File: config.mk
export PLATFORM = sky130hd
export DESIGN_NAME = ultrasonic_ranger_flat
export DESIGN_NICKNAME = d
export VERILOG_FILES = /design/src/rtl/ranger_pkg.sv /design/src/rtl/ultrasonic_ranger_if.sv /design/src/rtl/ultrasonic_ranger_median3.sv /design/src/rtl/ultrasonic_ranger.sv /design/src/flat_wrapper.sv
export SDC_FILE = /design/constraint.sdc
export NUM_CORES = 1
export LEC_CHECK = 0
export ABC_AREA = 1
export CAP_MARGIN = 30
export CORE_MARGIN = 1
export CORE_UTILIZATION = 45
export CTS_BUF_LIST = sky130_fd_sc_hd__clkbuf_2
export CTS_CLUSTER_DIAMETER = 40
export CTS_CLUSTER_SIZE = 8
export DETAILED_ROUTE_END_ITERATION = 8
export PLACE_DENSITY = 0.62
export SYNTH_ARGS = -nofsm -noshare
export SYNTH_HDL_FRONTEND = slang
export SYNTH_SLANG_ARGS = --single-unit
File: constraint.sdc
create_clock -name clk -period 2.4 [get_ports clk]
set_clock_uncertainty 0.1 [all_clocks]
set_input_delay 0.36 -clock clk [delete_from_list [all_inputs] [get_ports clk]]
set_output_delay 0.36 -clock clk [all_outputs]
set_load 0.01 [all_outputs]
File: src/rtl/ranger_pkg.sv
// Shared state encoding, default timing constants and counter sizing helper
// for the ultrasonic ranger.
package ranger_pkg;

  typedef enum logic [2:0] {
    IDLE      = 3'd0,
    TRIG      = 3'd1,
    WAIT_ECHO = 3'd2,
    MEASURE   = 3'd3,
    HOLD      = 3'd4
  } state_e;

  localparam logic [2:0] ST_IDLE      = IDLE;
  localparam logic [2:0] ST_TRIG      = TRIG;
  localparam logic [2:0] ST_WAIT_ECHO = WAIT_ECHO;
  localparam logic [2:0] ST_MEASURE   = MEASURE;
  localparam logic [2:0] ST_HOLD      = HOLD;

  localparam int DEF_TRIG_CYCLES      = 500;
  localparam int DEF_CYCLES_PER_CM    = 2900;
  localparam int DEF_ECHO_WAIT_CYCLES = 1500000;
  localparam int DEF_PERIOD_CYCLES    = 3000000;
  localparam int DEF_MAX_CM           = 400;

  function automatic int cnt_width(input int n);
    return (n < 2) ? 1 : $clog2(n);
  endfunction

endpackage

File: src/rtl/ultrasonic_ranger_if.sv
// Sensor pins plus the distance result bundle; slave is the ranger side,
// master is whoever drives enable/echo and consumes the distance.
interface ultrasonic_ranger_if;
  logic        en;
  logic        echo;
  logic        trig;
  logic [15:0] distance;
  logic        distance_valid;
  logic        timeout;

  modport master (
    output en, echo,
    input  trig, distance, distance_valid, timeout
  );

  modport slave (
    input  en, echo,
    output trig, distance, distance_valid, timeout
  );
endinterface

File: src/rtl/ultrasonic_ranger_median3.sv
// Median of three 16-bit values, registered when i_load is high and held
// otherwise.
module median3 (
  input  logic        clk,
  input  logic        rst,
  input  logic        i_load,
  input  logic [15:0] i_a,
  input  logic [15:0] i_b,
  input  logic [15:0] i_c,
  output logic [15:0] o_med
);
  logic [15:0] w_lo;
  logic [15:0] w_hi;
  logic [15:0] w_mid;
  logic [15:0] r_med;

  always_comb begin
    w_lo  = (i_a < i_b) ? i_a : i_b;
    w_hi  = (i_a < i_b) ? i_b : i_a;
    w_mid = (i_c < w_hi) ? i_c : w_hi;
    w_mid = (w_mid > w_lo) ? w_mid : w_lo;
  end

  always_ff @(posedge clk or posedge rst) begin
    if (rst) begin
      r_med <= '0;
    end else if (i_load) begin
      r_med <= w_mid;
    end
  end

  assign o_med = r_med;
endmodule

File: src/rtl/ultrasonic_ranger.sv
// HC-SR04 style ranger: periodic trigger, echo width to cm via prescaler.
// Optional RANGER_MEDIAN3_EN: publish median of the last three results.
module ultrasonic_ranger
  import ranger_pkg::*;
#(
  parameter int TRIG_CYCLES      = DEF_TRIG_CYCLES,
  parameter int CYCLES_PER_CM    = DEF_CYCLES_PER_CM,
  parameter int ECHO_WAIT_CYCLES = DEF_ECHO_WAIT_CYCLES,
  parameter int PERIOD_CYCLES    = DEF_PERIOD_CYCLES,
  parameter int MAX_CM           = DEF_MAX_CM
) (
  input logic               clk,
  input logic               rst,
  ultrasonic_ranger_if.slave bus
);
  localparam int PHW = cnt_width(((TRIG_CYCLES > ECHO_WAIT_CYCLES) ? TRIG_CYCLES : ECHO_WAIT_CYCLES) + 1);
  localparam int PSW = cnt_width(CYCLES_PER_CM);
  localparam int CMW = cnt_width(MAX_CM + 1);
  localparam int PDW = cnt_width(PERIOD_CYCLES);

  localparam logic [PHW-1:0] TRIG_LAST  = PHW'(TRIG_CYCLES - 1);
  localparam logic [PHW-1:0] WAIT_LAST  = PHW'(ECHO_WAIT_CYCLES - 1);
  localparam logic [PSW-1:0] PRESC_LAST = PSW'(CYCLES_PER_CM - 1);
  localparam logic [CMW-1:0] CM_MAX     = CMW'(MAX_CM);
  localparam logic [PDW-1:0] PERIOD_SAT = PDW'(PERIOD_CYCLES - 1);
  // Leaving HOLD one count early lets IDLE fire the next trigger exactly on the period.
  localparam logic [PDW-1:0] HOLD_EXIT  = PDW'((PERIOD_CYCLES > 1) ? PERIOD_CYCLES - 2 : 0);

  logic           r_echo_meta, r_echo_s, r_echo_d;
  logic [2:0]     r_state;
  logic [PHW-1:0] r_phase;
  logic [PSW-1:0] r_presc;
  logic [CMW-1:0] r_cm;
  logic [PDW-1:0] r_period;
  logic           r_trig;

  logic           w_rise, w_fall, w_wrap;
  logic [PSW-1:0] w_presc_base, w_presc_step;
  logic [CMW-1:0] w_cm_base, w_cm_step;
  logic           w_done, w_res_to;
  logic [15:0]    w_res_cm;

  assign w_rise = r_echo_s & ~r_echo_d;
  assign w_fall = ~r_echo_s & r_echo_d;

  // The rising-edge cycle is itself a high cycle, so it is counted on entry to MEASURE.
  always_comb begin
    w_presc_base = (r_state == ST_MEASURE) ? r_presc : '0;
    w_cm_base    = (r_state == ST_MEASURE) ? r_cm : '0;
    w_wrap       = (w_presc_base == PRESC_LAST);
    w_presc_step = w_wrap ? '0 : w_presc_base + PSW'(1);
    w_cm_step    = (w_wrap && (w_cm_base != CM_MAX)) ? w_cm_base + CMW'(1) : w_cm_base;
  end

  always_comb begin
    w_done   = 1'b0;
    w_res_cm = '0;
    w_res_to = 1'b0;
    if (r_state == ST_WAIT_ECHO && !w_rise && r_phase == WAIT_LAST) begin
      w_done   = 1'b1;
      w_res_cm = 16'(MAX_CM);
      w_res_to = 1'b1;
    end else if (r_state == ST_MEASURE) begin
      if (w_fall) begin
        w_done   = 1'b1;
        w_res_cm = 16'(r_cm);
      end else if (r_phase == WAIT_LAST) begin
        w_done   = 1'b1;
        w_res_cm = 16'(MAX_CM);
        w_res_to = 1'b1;
      end
    end
  end

  always_ff @(posedge clk or posedge rst) begin
    if (rst) begin
      r_echo_meta <= 1'b0;
      r_echo_s    <= 1'b0;
      r_echo_d    <= 1'b0;
      r_state     <= ST_IDLE;
      r_phase     <= '0;
      r_presc     <= '0;
      r_cm        <= '0;
      r_period    <= '0;
      r_trig      <= 1'b0;
    end else begin
      r_echo_meta <= bus.echo;
      r_echo_s    <= r_echo_meta;
      r_echo_d    <= r_echo_s;

      if (r_state == ST_IDLE)
        r_period <= '0;
      else if (r_period != PERIOD_SAT)
        r_period <= r_period + PDW'(1);

      case (r_state)
        ST_IDLE: begin
          if (bus.en) begin
            r_state <= ST_TRIG;
            r_trig  <= 1'b1;
            r_phase <= '0;
          end
        end
        ST_TRIG: begin
          if (r_phase == TRIG_LAST) begin
            r_trig  <= 1'b0;
            r_state <= ST_WAIT_ECHO;
            r_phase <= '0;
          end else begin
            r_phase <= r_phase + PHW'(1);
          end
        end
        ST_WAIT_ECHO: begin
          if (w_rise) begin
            r_state <= ST_MEASURE;
            r_presc <= w_presc_step;
            r_cm    <= w_cm_step;
            r_phase <= PHW'(1);
          end else if (w_done) begin
            r_state <= ST_HOLD;
          end else begin
            r_phase <= r_phase + PHW'(1);
          end
        end
        ST_MEASURE: begin
          if (w_done) begin
            r_state <= ST_HOLD;
          end else begin
            r_presc <= w_presc_step;
            r_cm    <= w_cm_step;
            r_phase <= r_phase + PHW'(1);
          end
        end
        ST_HOLD: begin
          if (r_period >= HOLD_EXIT)
            r_state <= ST_IDLE;
        end
        default: r_state <= ST_IDLE;
      endcase
    end
  end

`ifdef RANGER_MEDIAN3_EN
  logic [15:0] r_hist0, r_hist1, r_hist2;
  logic        r_primed, r_stage_valid, r_stage_to, r_valid, r_to;
  logic [15:0] w_med;

  // History advances on the same edge the raw result is decided.
  always_ff @(posedge clk or posedge rst) begin
    if (rst) begin
      r_hist0       <= '0;
      r_hist1       <= '0;
      r_hist2       <= '0;
      r_primed      <= 1'b0;
      r_stage_valid <= 1'b0;
      r_stage_to    <= 1'b0;
      r_valid       <= 1'b0;
      r_to          <= 1'b0;
    end else begin
      r_stage_valid <= w_done;
      r_valid       <= r_stage_valid;
      if (w_done) begin
        r_stage_to <= w_res_to;
        r_primed   <= 1'b1;
        r_hist0    <= w_res_cm;
        r_hist1    <= r_primed ? r_hist0 : w_res_cm;
        r_hist2    <= r_primed ? r_hist1 : w_res_cm;
      end
      if (r_stage_valid)
        r_to <= r_stage_to;
    end
  end

  median3 u_median3 (
    .clk    (clk),
    .rst    (rst),
    .i_load (r_stage_valid),
    .i_a    (r_hist0),
    .i_b    (r_hist1),
    .i_c    (r_hist2),
    .o_med  (w_med)
  );

  assign bus.distance       = w_med;
  assign bus.distance_valid = r_valid;
  assign bus.timeout        = r_to;
`else
  logic [15:0] r_dist;
  logic        r_valid, r_to;

  always_ff @(posedge clk or posedge rst) begin
    if (rst) begin
      r_dist  <= '0;
      r_valid <= 1'b0;
      r_to    <= 1'b0;
    end else begin
      r_valid <= w_done;
      if (w_done) begin
        r_dist <= w_res_cm;
        r_to   <= w_res_to;
      end
    end
  end

  assign bus.distance       = r_dist;
  assign bus.distance_valid = r_valid;
  assign bus.timeout        = r_to;
`endif

  assign bus.trig = r_trig;
endmodule

File: src/flat_wrapper.sv
// flat-port wrapper written by rule: the top's interface ports become plain ports
module ultrasonic_ranger_flat import ranger_pkg::*;
#(
  parameter int TRIG_CYCLES      = DEF_TRIG_CYCLES,
  parameter int CYCLES_PER_CM    = DEF_CYCLES_PER_CM,
  parameter int ECHO_WAIT_CYCLES = DEF_ECHO_WAIT_CYCLES,
  parameter int PERIOD_CYCLES    = DEF_PERIOD_CYCLES,
  parameter int MAX_CM           = DEF_MAX_CM
)
  (clk, rst, bus_en, bus_echo, bus_trig, bus_distance, bus_distance_valid, bus_timeout);
  ultrasonic_ranger_if bus_i ();
  input logic clk;
  input logic rst;
  input wire logic [$bits(bus_i.en)-1:0] bus_en;
  input wire logic [$bits(bus_i.echo)-1:0] bus_echo;
  output wire logic [$bits(bus_i.trig)-1:0] bus_trig;
  output wire logic [$bits(bus_i.distance)-1:0] bus_distance;
  output wire logic [$bits(bus_i.distance_valid)-1:0] bus_distance_valid;
  output wire logic [$bits(bus_i.timeout)-1:0] bus_timeout;
  assign bus_i.en = bus_en;
  assign bus_i.echo = bus_echo;
  assign bus_trig = bus_i.trig;
  assign bus_distance = bus_i.distance;
  assign bus_distance_valid = bus_i.distance_valid;
  assign bus_timeout = bus_i.timeout;
  ultrasonic_ranger #(.TRIG_CYCLES(TRIG_CYCLES), .CYCLES_PER_CM(CYCLES_PER_CM), .ECHO_WAIT_CYCLES(ECHO_WAIT_CYCLES), .PERIOD_CYCLES(PERIOD_CYCLES), .MAX_CM(MAX_CM)) u_core (.clk(clk), .rst(rst), .bus(bus_i));
endmodule
==> impl_metrics.py, run 1 <==
metrics = {
    "status": {
        "status": "finished with violations",
        "failed_checks": "DRC",
    },
    "timing": {
        "slew_headroom": 0.645,
        "finalHoldViolations": 0,
        "fmax_mhz": 465,
        "finalCritPeriodShare": 0.895,
        "finalWorstPathRequiredPeriod_ns": 2.15,
        "rsz0062_at_grt": "no",
        "finalSetupTns_ns": 0,
        "setup_viol": 0,
        "finalMaxSlewViolations": 0,
        "tightest_slew_ns": 0.532,
    },
    "final_layout": {
        "fill_cells": 1184,
        "seq_area_um2": 2050,
        "stdcell_count": 972,
        "drive_above_1_share": 0.0881,
        "synthToLayoutAreaGrowth_pct": 8.89,
        "diodes": 0,
        "layout.nets": 834,
        "multi_input_area_um2": 2820,
    },
    "floorplanning": {
        "core_um2": 11600,
        "die-area_um2": 12400,
        "ios": 23,
        "fp.dieW_um": 111,
        "start_util": 0.466,
        "fp-row-count": 39,
        "dieHeight_um": 111,
    },
    "yosys": {
        "ys_seq_area_frac": 0.381,
        "synthMuxAreaShare": 0,
        "synth_warnings": 0,
        "synth_compound_area_frac": 0.0720,
        "synthArstFlopShare": 1.00,
        "ys_types": 38,
        "netlist_instances": 797,
        "synth_edf_count": 0,
        "synth-simple-area-share": 0.407,
        "synth-seq-cells": 82,
        "synth_top_family_by_area": "simple AND/OR/NAND/NOR gates",
        "synth_fa_ha_area_frac": 0.0139,
        "synth-xor-area-share": 0.0228,
        "avgSynthCellArea_um2": 6.76,
        "netlist_area_um2": 5390,
        "ys.flop_type": "dfrtp_1",
    },
    "global_routing": {
        "grt_max_degree": 70,
        "grt-ovfl-total": 0,
        "grt_usage": 0.235,
        "grt_pass1_vias": 5050,
        "grt_first_pass_wirelength_um": 23600,
        "antenna_found_initial": 0,
    },
    "clocking": {
        "clock_path_buffers": 2,
        "cts_num_sinks": 82,
        "htreeDepth": 3,
        "root_buffer": "clkbuf_2",
        "cts_tree": "done",
        "cts_buffers": 9,
        "cts_setup_buffers": 0,
        "clk_latency_ns": 0.60,
        "clkTransAtPathRegs_ns": 0.26,
    },
    "drt": {
        "wl_um": 13600,
        "drt_first_iter_violations": 428,
        "dr_total_vias": 5247,
        "drtAntennaViolNets": 0,
        "post_drt_via_cell_ratio": 5.40,
        "first_pass_iters": 7,
        "routedWlPerCell_um": 14.0,
        "drc": 10,
    },
    "worst_setup_path": {
        "crit_path_end_kind": "register",
        "setup.worst_path.start": "u_core.r_phase[0]",
        "crit_path_end": "u_core.r_phase[5]",
        "criticalPathCategory": "reg2reg",
        "r2r_slack_ns": 0.25,
        "required_ns": 2.82,
        "r2r_end": "u_core.r_phase[5]",
        "arrival_ns": 2.57,
        "worstSetupStartpointType": "register",
        "timing.critical_path.fanout_max": 21,
        "r2r-start": "u_core.r_phase[0]",
        "rr_worst_depth": 11,
    },
    "power_and_ir_drop": {
        "p_leak_nw": 2.82,
        "power_density_nw_per_um2": 375,
        "peakVddDrop_mv": 0.228,
    },
    "place": {
        "portBuffers": 15,
        "place_inst": 955,
        "place_congestion": 0.904,
        "dp_hpwl_um": 9970,
    },
    "job": {
        "maxCapViolations": 0,
    },
    "min_path": {
        "hp-class": "in2reg",
    },
}
-- synthesized netlist by cell type, types with 4 or more instances --
cell	number	area, um2
dfrtp_1	82	2050
o22ai_1	7	43.8
o211ai_1	4	30.0
nand2_2	5	31.3
nor2_1	98	368
a21oi_1	11	55.1
o21ai_1	7	35.0
buf_2	6	30.0
or2_2	4	25.0
buf_6	4	45.0
nand3_1	81	405
xnor2_1	4	35.0
nor2_4	4	45.0
nand4_1	25	156
buf_4	9	67.6
nor4_1	5	31.3
o21ai_0	34	170
ha_1	6	75.1
inv_2	9	33.8
xor2_1	10	87.6
inv_1	97	364
nand2_1	235	882
nor2_2	12	75.1
nor3_1	16	80.1
-- critical path: stages (launching register included) --
cell and delay (ns):
dfrtp_1 0.48, ha_1 0.26, nand3_2 0.17, nor2_1 0.07, nand3_1 0.11, nand2_1 0.09, nand2_2 0.14, nand2_4 0.08
buf_12 0.16, nor2_2 0.23, nand3_1 0.10, nand3_1 0.08
-- worst min-delay path by stage --
stage	startpoint	endpoint	slack [ns]	cells past startpoint
after detailed placement	u_core.r_echo_meta	u_core.r_echo_s	0.24	0
after global placement	u_core.r_echo_meta	u_core.r_echo_s	0.23	0
final	bus_echo	u_core.r_echo_meta	0.13	1
after floorplan	u_core.r_echo_meta	u_core.r_echo_s	0.23	0
after CTS	bus_echo	u_core.r_echo_meta	0.1	1
after global routing	bus_echo	u_core.r_echo_meta	0.08	1
-- flip-flops by register name, summed over array words and instances (netlist names) --
| register | count |
|---|---|
| u_core.bus.distance_valid | 1 |
| u_core.r_echo_meta | 1 |
| u_core.r_echo_s | 1 |
| u_core.r_period | 22 |
| u_core.bus.trig | 1 |
| u_core.bus.distance | 9 |
| u_core.r_phase | 21 |
| u_core.r_cm | 9 |
| u_core.r_presc | 12 |
| u_core.r_echo_d | 1 |
| u_core.bus.timeout | 1 |
| u_core.r_state | 3 |
-- cell families after synthesis --
logic type	count (synthesis)
DFF	82
adders and majority gates	6
buffers and inverters	129
xor gates and xnor gates	14
AOI/OAI and AO/OA	70
and+or+nand+nor	495
other	1
-- what timing repair did --
item / CTS / global route
hold buffers: 1 / 0
endpoints found under the setup margin: 0 / 13
gates resized for setup: 0 / 4
endpoints found under the hold margin: 13 / 0
-- layout by cell type, fill, tap and decap left out, types with 6 or more instances in the layout --
cell	instances
buf_4	13
inv_2	9
a21oi_1	11
clkbuf_2	11
nand4_1	25
nand2_2	6
o22ai_1	7
o21ai_0	34
nand2_1	234
xor2_1	10
nand3_1	81
dfrtp_1	82
o21ai_1	7
clkdlybuf4s50_1	15
inv_1	96
nor3_1	16
nor2_1	98
nor2_2	11
conb_1	7
-- layout make-up --
class | instances | share of cell area
flip-flops and latches | 82 | 0.350
repair buffers | 31 | 0.0508
well taps | 143 | 0.0305
inverters | 108 | 0.0697
clock inverters | 5 | 0.00938
clock buffers | 11 | 0.00938
multi-input cells | 592 | 0.480
-- through the flow --
stage	power (mW)	setup slack (ns)	utilization	area (um2)	hold WS (ns)
after floorplan	1.45	0.289	-	5410	0.231
after global placement	1.46	0.284	0.496	5730	0.232
after detailed placement	1.46	0.222	0.496	5730	0.238
after CTS	2.23	0.190	0.506	5850	0.0982
after global routing	2.29	0.00277	0.507	5870	0.0786
final	2.20	0.251	0.507	5870	0.132
-- layer usage --
| layer | share of wire | track usage | vias up |
|---|---|---|---|
| met5 | 0 | 0 | - |
| met2 | 0.46 | 0.379 | 141 |
| met1 | 0.48 | 0.318 | 2477 |
| met3 | 0.046 | 0.0354 | 26 |
| li1 | - | - | 2603 |
| met4 | 0.019 | 0.0901 | 0 |
-- power breakdown --
group	switching, mW	total [mW]	leakage (nW)	internal, mW
clock network	0.518	0.764	0.0696	0.246
logic	0.0388	0.0494	1.68	0.0105
registers	0.00163	1.39	1.07	1.39
(Power assumes the default switching activity.)
==> run 2, diff against run 1 <==
--- a/config.mk
+++ b/config.mk
@@ -14,5 +14,7 @@
 export CTS_CLUSTER_SIZE = 8
 export DETAILED_ROUTE_END_ITERATION = 8
+export MAX_ROUTING_LAYER = met4
 export PLACE_DENSITY = 0.62
+export SETUP_SLACK_MARGIN = 0.5
 export SYNTH_ARGS = -nofsm -noshare
 export SYNTH_HDL_FRONTEND = slang
==> constraint.sdc (replaced) <==
create_clock -name clk -period 2.4 [get_ports clk]
set_clock_uncertainty 0.1 [all_clocks]
set_input_delay 0.36 -clock clk [delete_from_list [all_inputs] [get_ports clk]]
set_output_delay 0.36 -clock clk [all_outputs]
set_load 0.005 [all_outputs]
==> impl_metrics.py, run 2 (synthesized netlist as in run 1, its figures left out) <==
metrics = {
    "status": {
        "status": "finished with violations",
        "failed_checks": "DRC",
    },
    "final_layout": {
        "reg.largest.list": "u_core.r_period: 22 flops, u_core.r_phase: 21 flops, u_core.r_presc: 12 flops",
        "final_common_cell": "nand2_1",
        "largest_reg_flops": 22,
        "largest-register": "u_core.r_period",
        "layout_common_cells": "226 x nand2_1, 90 x inv_1, 78 x nor2_1",
        "drive_above_1_share": 0.224,
        "stdcell_count": 1036,
        "layout.nets": 897,
        "synthToLayoutAreaGrowth_pct": 25.7,
    },
    "global_routing": {
        "grt_usage": 0.248,
        "grt-ovfl-total": 0,
        "grt_first_pass_wirelength_um": 24000,
        "grt_pass1_vias": 5098,
        "grt_max_degree": 83,
        "antenna_found_initial": 1,
    },
    "clocking": {
        "clk_latency_ns": 0.61,
        "cts_tree": "done",
        "clock_path_buffers": 2,
        "htreeDepth": 3,
        "clkTransAtPathRegs_ns": 0.27,
        "root_buffer": "clkbuf_2",
        "cts_buffers": 9,
        "cts_num_sinks": 82,
    },
    "floorplanning": {
        "die-area_um2": 12400,
        "start_util": 0.466,
        "fp-row-count": 39,
        "dieHeight_um": 111,
        "ios": 23,
        "core_um2": 11600,
        "fp.dieW_um": 111,
    },
    "worst_setup_path": {
        "criticalPathCategory": "reg2reg",
        "crit_path_end_kind": "register",
        "rr_worst_depth": 10,
        "r2r-start": "u_core.r_state[2]",
        "required_ns": 2.84,
        "r2r_slack_ns": 0.32,
        "r2r_end": "u_core.r_cm[3]",
        "arrival_ns": 2.52,
        "timing.critical_path.fanout_max": 6,
        "worstSetupStartpointType": "register",
    },
    "place": {
        "place_congestion": 0.900,
        "dp_slack_ns": 0.134,
        "portBuffers": 15,
        "dp_hpwl_um": 9740,
        "place_inst": 959,
    },
    "timing": {
        "fin_ws_ns": 0.319,
        "setup_viol": 0,
        "finalHoldViolations": 0,
        "finalCritPeriodShare": 0.867,
        "fmax_mhz": 481,
        "finalMaxSlewViolations": 0,
        "rsz0062_at_grt": "yes",
        "finalSetupTns_ns": 0,
        "finalWorstPathRequiredPeriod_ns": 2.08,
    },
    "drt": {
        "drt_first_iter_violations": 404,
        "first_pass_iters": 7,
        "drtAntennaViolNets": 0,
        "dr_total_vias": 5463,
        "wl_um": 14700,
        "routedWlPerCell_um": 14.2,
        "drc": 6,
        "post_drt_via_cell_ratio": 5.27,
    },
    "power_and_ir_drop": {
        "power_density_nw_per_um2": 322,
        "peakVddDrop_mv": 0.189,
        "finalPower_mw": 2.18,
        "p_leak_nw": 3.28,
    },
    "job": {
        "maxCapViolations": 0,
    },
    "min_path": {
        "hp-class": "in2async",
    },
}
[run 2: cell types whose count changed in the layout (fill, tap and decap cells not counted), moves of 7 or more]
cell / delta
nand3_1: -8
nor2_2: +7
nand3_2: +7
buf_4: +50
buf_6: +9
nand2_4: +8
clkdlybuf4s50_1: -12
nor2_4: +13
nor2_1: -20
nand2_1: -8
dlygate4sd2_1: +12
[run 2: worst max-delay path by stage]
stage                      start             end  depth (start not counted)
3_3_place_gp   u_core.r_state[1]  u_core.r_cm[4]                         14
5_1_grt        u_core.r_state[2]  u_core.r_cm[3]                         10
4_1_cts        u_core.r_state[1]  u_core.r_cm[3]                         11
6_report       u_core.r_state[2]  u_core.r_cm[3]                         10
3_5_place_dp   u_core.r_state[1]  u_core.r_cm[2]                         11
2_1_floorplan  u_core.r_state[1]  u_core.r_cm[3]                         12
[run 2: per-layer routing]
layer  part of all wire  global-route usage
met5                  0                   -
met4              0.019              0.0937
met3              0.049              0.0338
met2               0.48               0.400
met1               0.45               0.317
[run 2: what timing repair did]
item / 4_1_cts / 5_1_grt
gates resized for setup: 63 / 53
hold buffers: 0 / 0
setup buffers: 34 / 24
pin swaps: 25 / 13
gates cloned: 2 / 0
endpoints found under the setup margin: 70 / 63
[run 2: area by class of cell]
type	instances	area [um2]
Fill cell	1057	4790
Multi-Input combinational cell	593	3190
Sequential cell	82	2060
Timing Repair Buffer	93	810
Inverter	108	418
Tap cell	143	179
Clock inverter	7	63.8
Clock buffer	9	45.0
Antenna cell	1	2.50
[run 2: metrics by stage]
step	hold WS, ns	cell area (um2)	utilization
floorplan	0.231	5460	-
global placement	0.290	5790	0.501
detailed placement	0.280	5790	0.501
CTS	0.0508	6380	0.551
global route	0.0353	6770	0.586
finish	0.0770	6770	0.586
[run 2: critical path, cell delays in order, from the launching register on]
cell and delay [ns]:
dfrtp_1 0.50, nor2_4 0.16, nand2_4 0.11, nor2_4 0.13
ha_4 0.18, nand4_1 0.09, nor2_1 0.15, nand3_2 0.16
nor2_4 0.19, nand3_1 0.11, xnor2_1 0.13
[run 2: where the power goes]
group / switching (mW) / internal (mW) / total [mW]
Combinational: 0.0380 / 0.0102 / 0.0482
Clock: 0.588 / 0.156 / 0.743
Sequential: 0.00203 / 1.39 / 1.39
==> run 3, diff against run 2 <==
SKIP_CTS_REPAIR_TIMING = 1   (was unset)
==> impl_metrics.py, run 3 (synthesized netlist as in run 1, its figures left out) <==
metrics = {
    "worst_setup_path": {
        "crit_buf_inv": 0,
        "cp_slowest_stage_delay_ns": 0.51,
        "slowest_stage": "dfrtp_2",
        "required_ns": 2.84,
        "r2r-start": "u_core.r_state[2]",
        "r2r_slack_ns": 0.32,
        "setup.worst_path.start": "u_core.r_state[2]",
        "cp_num_cells": 10,
        "crit_path_end": "u_core.r_cm[2]",
        "worstSetupStartpointType": "register",
        "timing.critical_path.fanout_max": 6,
        "path_cells": "nor2_4 -> nand2_4 -> nor2_4 -> ha_4 -> nand4_1 -> nor2_1 -> nand3_2 -> nor2_4 -> nand3_1 -> xnor2_1",
        "crit_path_end_kind": "register",
        "r2r_end": "u_core.r_cm[2]",
        "cp_top_family": "simple AND/OR/NAND/NOR gates",
        "cp_common_cell": "nor2_4",
        "rr_worst_depth": 10,
        "criticalPathCategory": "reg2reg",
        "arrival_ns": 2.52,
    },
    "place": {
        "dp_hpwl_um": 9740,
        "place_congestion": 0.900,
        "portBuffers": 15,
    },
    "timing": {
        "setup_viol": 0,
        "fmax_mhz": 480,
        "tightest_slew_ns": 0.502,
        "finalWorstPathRequiredPeriod_ns": 2.08,
        "finalHoldViolations": 0,
        "slew_headroom": 0.662,
        "finalCritPeriodShare": 0.868,
        "finalMaxSlewViolations": 0,
        "rsz0062_at_grt": "yes",
        "finalSetupTns_ns": 0,
    },
    "job": {
        "maxCapViolations": 0,
    },
    "floorplanning": {
        "fp.dieW_um": 111,
        "fp-row-count": 39,
        "start_util": 0.466,
        "ios": 23,
        "die-area_um2": 12400,
        "dieHeight_um": 111,
        "core_um2": 11600,
    },
    "drt": {
        "first_pass_iters": 9,
        "wl_um": 15400,
        "dr_total_vias": 5590,
        "drt_first_iter_violations": 358,
        "post_drt_via_cell_ratio": 5.39,
        "drtAntennaViolNets": 0,
        "drc": 6,
        "routedWlPerCell_um": 14.8,
    },
    "power_and_ir_drop": {
        "switching_share": 0.285,
        "power_switching_mw": 0.620,
        "pwr-share-seq": 0.640,
        "p_leak_nw": 3.57,
        "p_clk_frac": 0.338,
        "combPwrFrac": 0.023,
        "peakVddDrop_mv": 0.249,
        "p_int_mw": 1.55,
        "power_density_nw_per_um2": 307,
        "finalPower_mw": 2.17,
    },
    "status": {
        "status": "finished with violations",
        "failed_checks": "DRC",
    },
    "min_path": {
        "hp-class": "in2async",
    },
    "final_layout": {
        "largest_reg_flops": 22,
        "largest-register": "u_core.r_period",
        "synthToLayoutAreaGrowth_pct": 31.4,
        "layout.nets": 899,
        "layout_common_cells": "214 x nand2_1, 91 x inv_1, 77 x nor2_1",
        "final_common_cell": "nand2_1",
        "drive_above_1_share": 0.264,
        "reg.largest.list": "u_core.r_period: 22 flops, u_core.r_phase: 21 flops, u_core.r_presc: 12 flops",
    },
    "clocking": {
        "htreeDepth": 3,
        "clkTransAtPathRegs_ns": 0.28,
        "cts_buffers": 9,
        "root_buffer": "clkbuf_2",
        "clock_path_buffers": 2,
        "cts_num_sinks": 82,
        "cts_tree": "done",
        "clk_latency_ns": 0.61,
    },
    "global_routing": {
        "antenna_found_initial": 1,
        "grt_first_pass_wirelength_um": 22800,
        "grt_pass1_vias": 4853,
        "grt-ovfl-total": 0,
        "grt_usage": 0.236,
        "grt_max_degree": 83,
    },
}
==> run 3: per-layer routing <==
metal  vias to the layer above  wire, um  global-route usage
met5                         -         0                   -
met4                         0       330              0.0802
met3                        28       779              0.0359
met2                       170      7480               0.375
met1                      2645      6780               0.307
li1                       2747         -                   -
==> run 3: power groups by stage <==
stage               registers, mW  clock network (mW)  logic [mW]
finish                       1.39               0.734      0.0490
global placement             1.41                   0      0.0480
floorplan                    1.41                   0      0.0356
CTS                          1.39               0.758      0.0482
global route                 1.39               0.803      0.0569
detailed placement           1.41                   0      0.0481
==> run 3: per-stage QoR <==
step	area, um2	setup WS (ns)	utilization	instances	hold WS [ns]
finish	7080	0.316	0.612	1038	0.0911
global route	7080	0.208	0.612	1038	0.0549
CTS	5900	0.0929	0.510	975	0.0508
detailed placement	5790	0.134	0.501	959	0.280
global placement	5790	0.234	0.501	959	0.290
floorplan	5460	0.430	-	803	0.231
==> run 3: worst reg2reg max path, delay by kind of cell, from the launching register on <==
family                   cells  cell delay [ns]
AND/OR/NAND/NOR              8             1.13
adder cells (fa/ha/maj)      1             0.15
XOR/XNOR                     1             0.15
flip-flops                   1             0.51
==> run 3: cell type report <==
| cell class | instances | area, um2 |
|---|---|---|
| clock inverters | 7 | 63.8 |
| diodes | 1 | 2.50 |
| well taps | 143 | 179 |
| inverters | 108 | 427 |
| multi-input cells | 594 | 3410 |
| repair buffers | 94 | 887 |
| clock buffers | 9 | 45.0 |
| flip-flops and latches | 82 | 2070 |
| fillers | 1004 | 4480 |
==> run 3: worst min path at each step <==
| stage | from | to | slack (ns) | cells after the start |
|---|---|---|---|---|
| global route | bus_echo | u_core.r_echo_meta | 0.05 | 1 |
| floorplan | u_core.r_echo_meta | u_core.r_echo_s | 0.23 | 0 |
| finish | rst | u_core.r_period[9] | 0.09 | 3 |
| CTS | bus_echo | u_core.r_echo_meta | 0.05 | 1 |
| detailed placement | u_core.r_echo_meta | u_core.r_echo_s | 0.28 | 0 |
| global placement | u_core.r_echo_meta | u_core.r_echo_s | 0.29 | 0 |
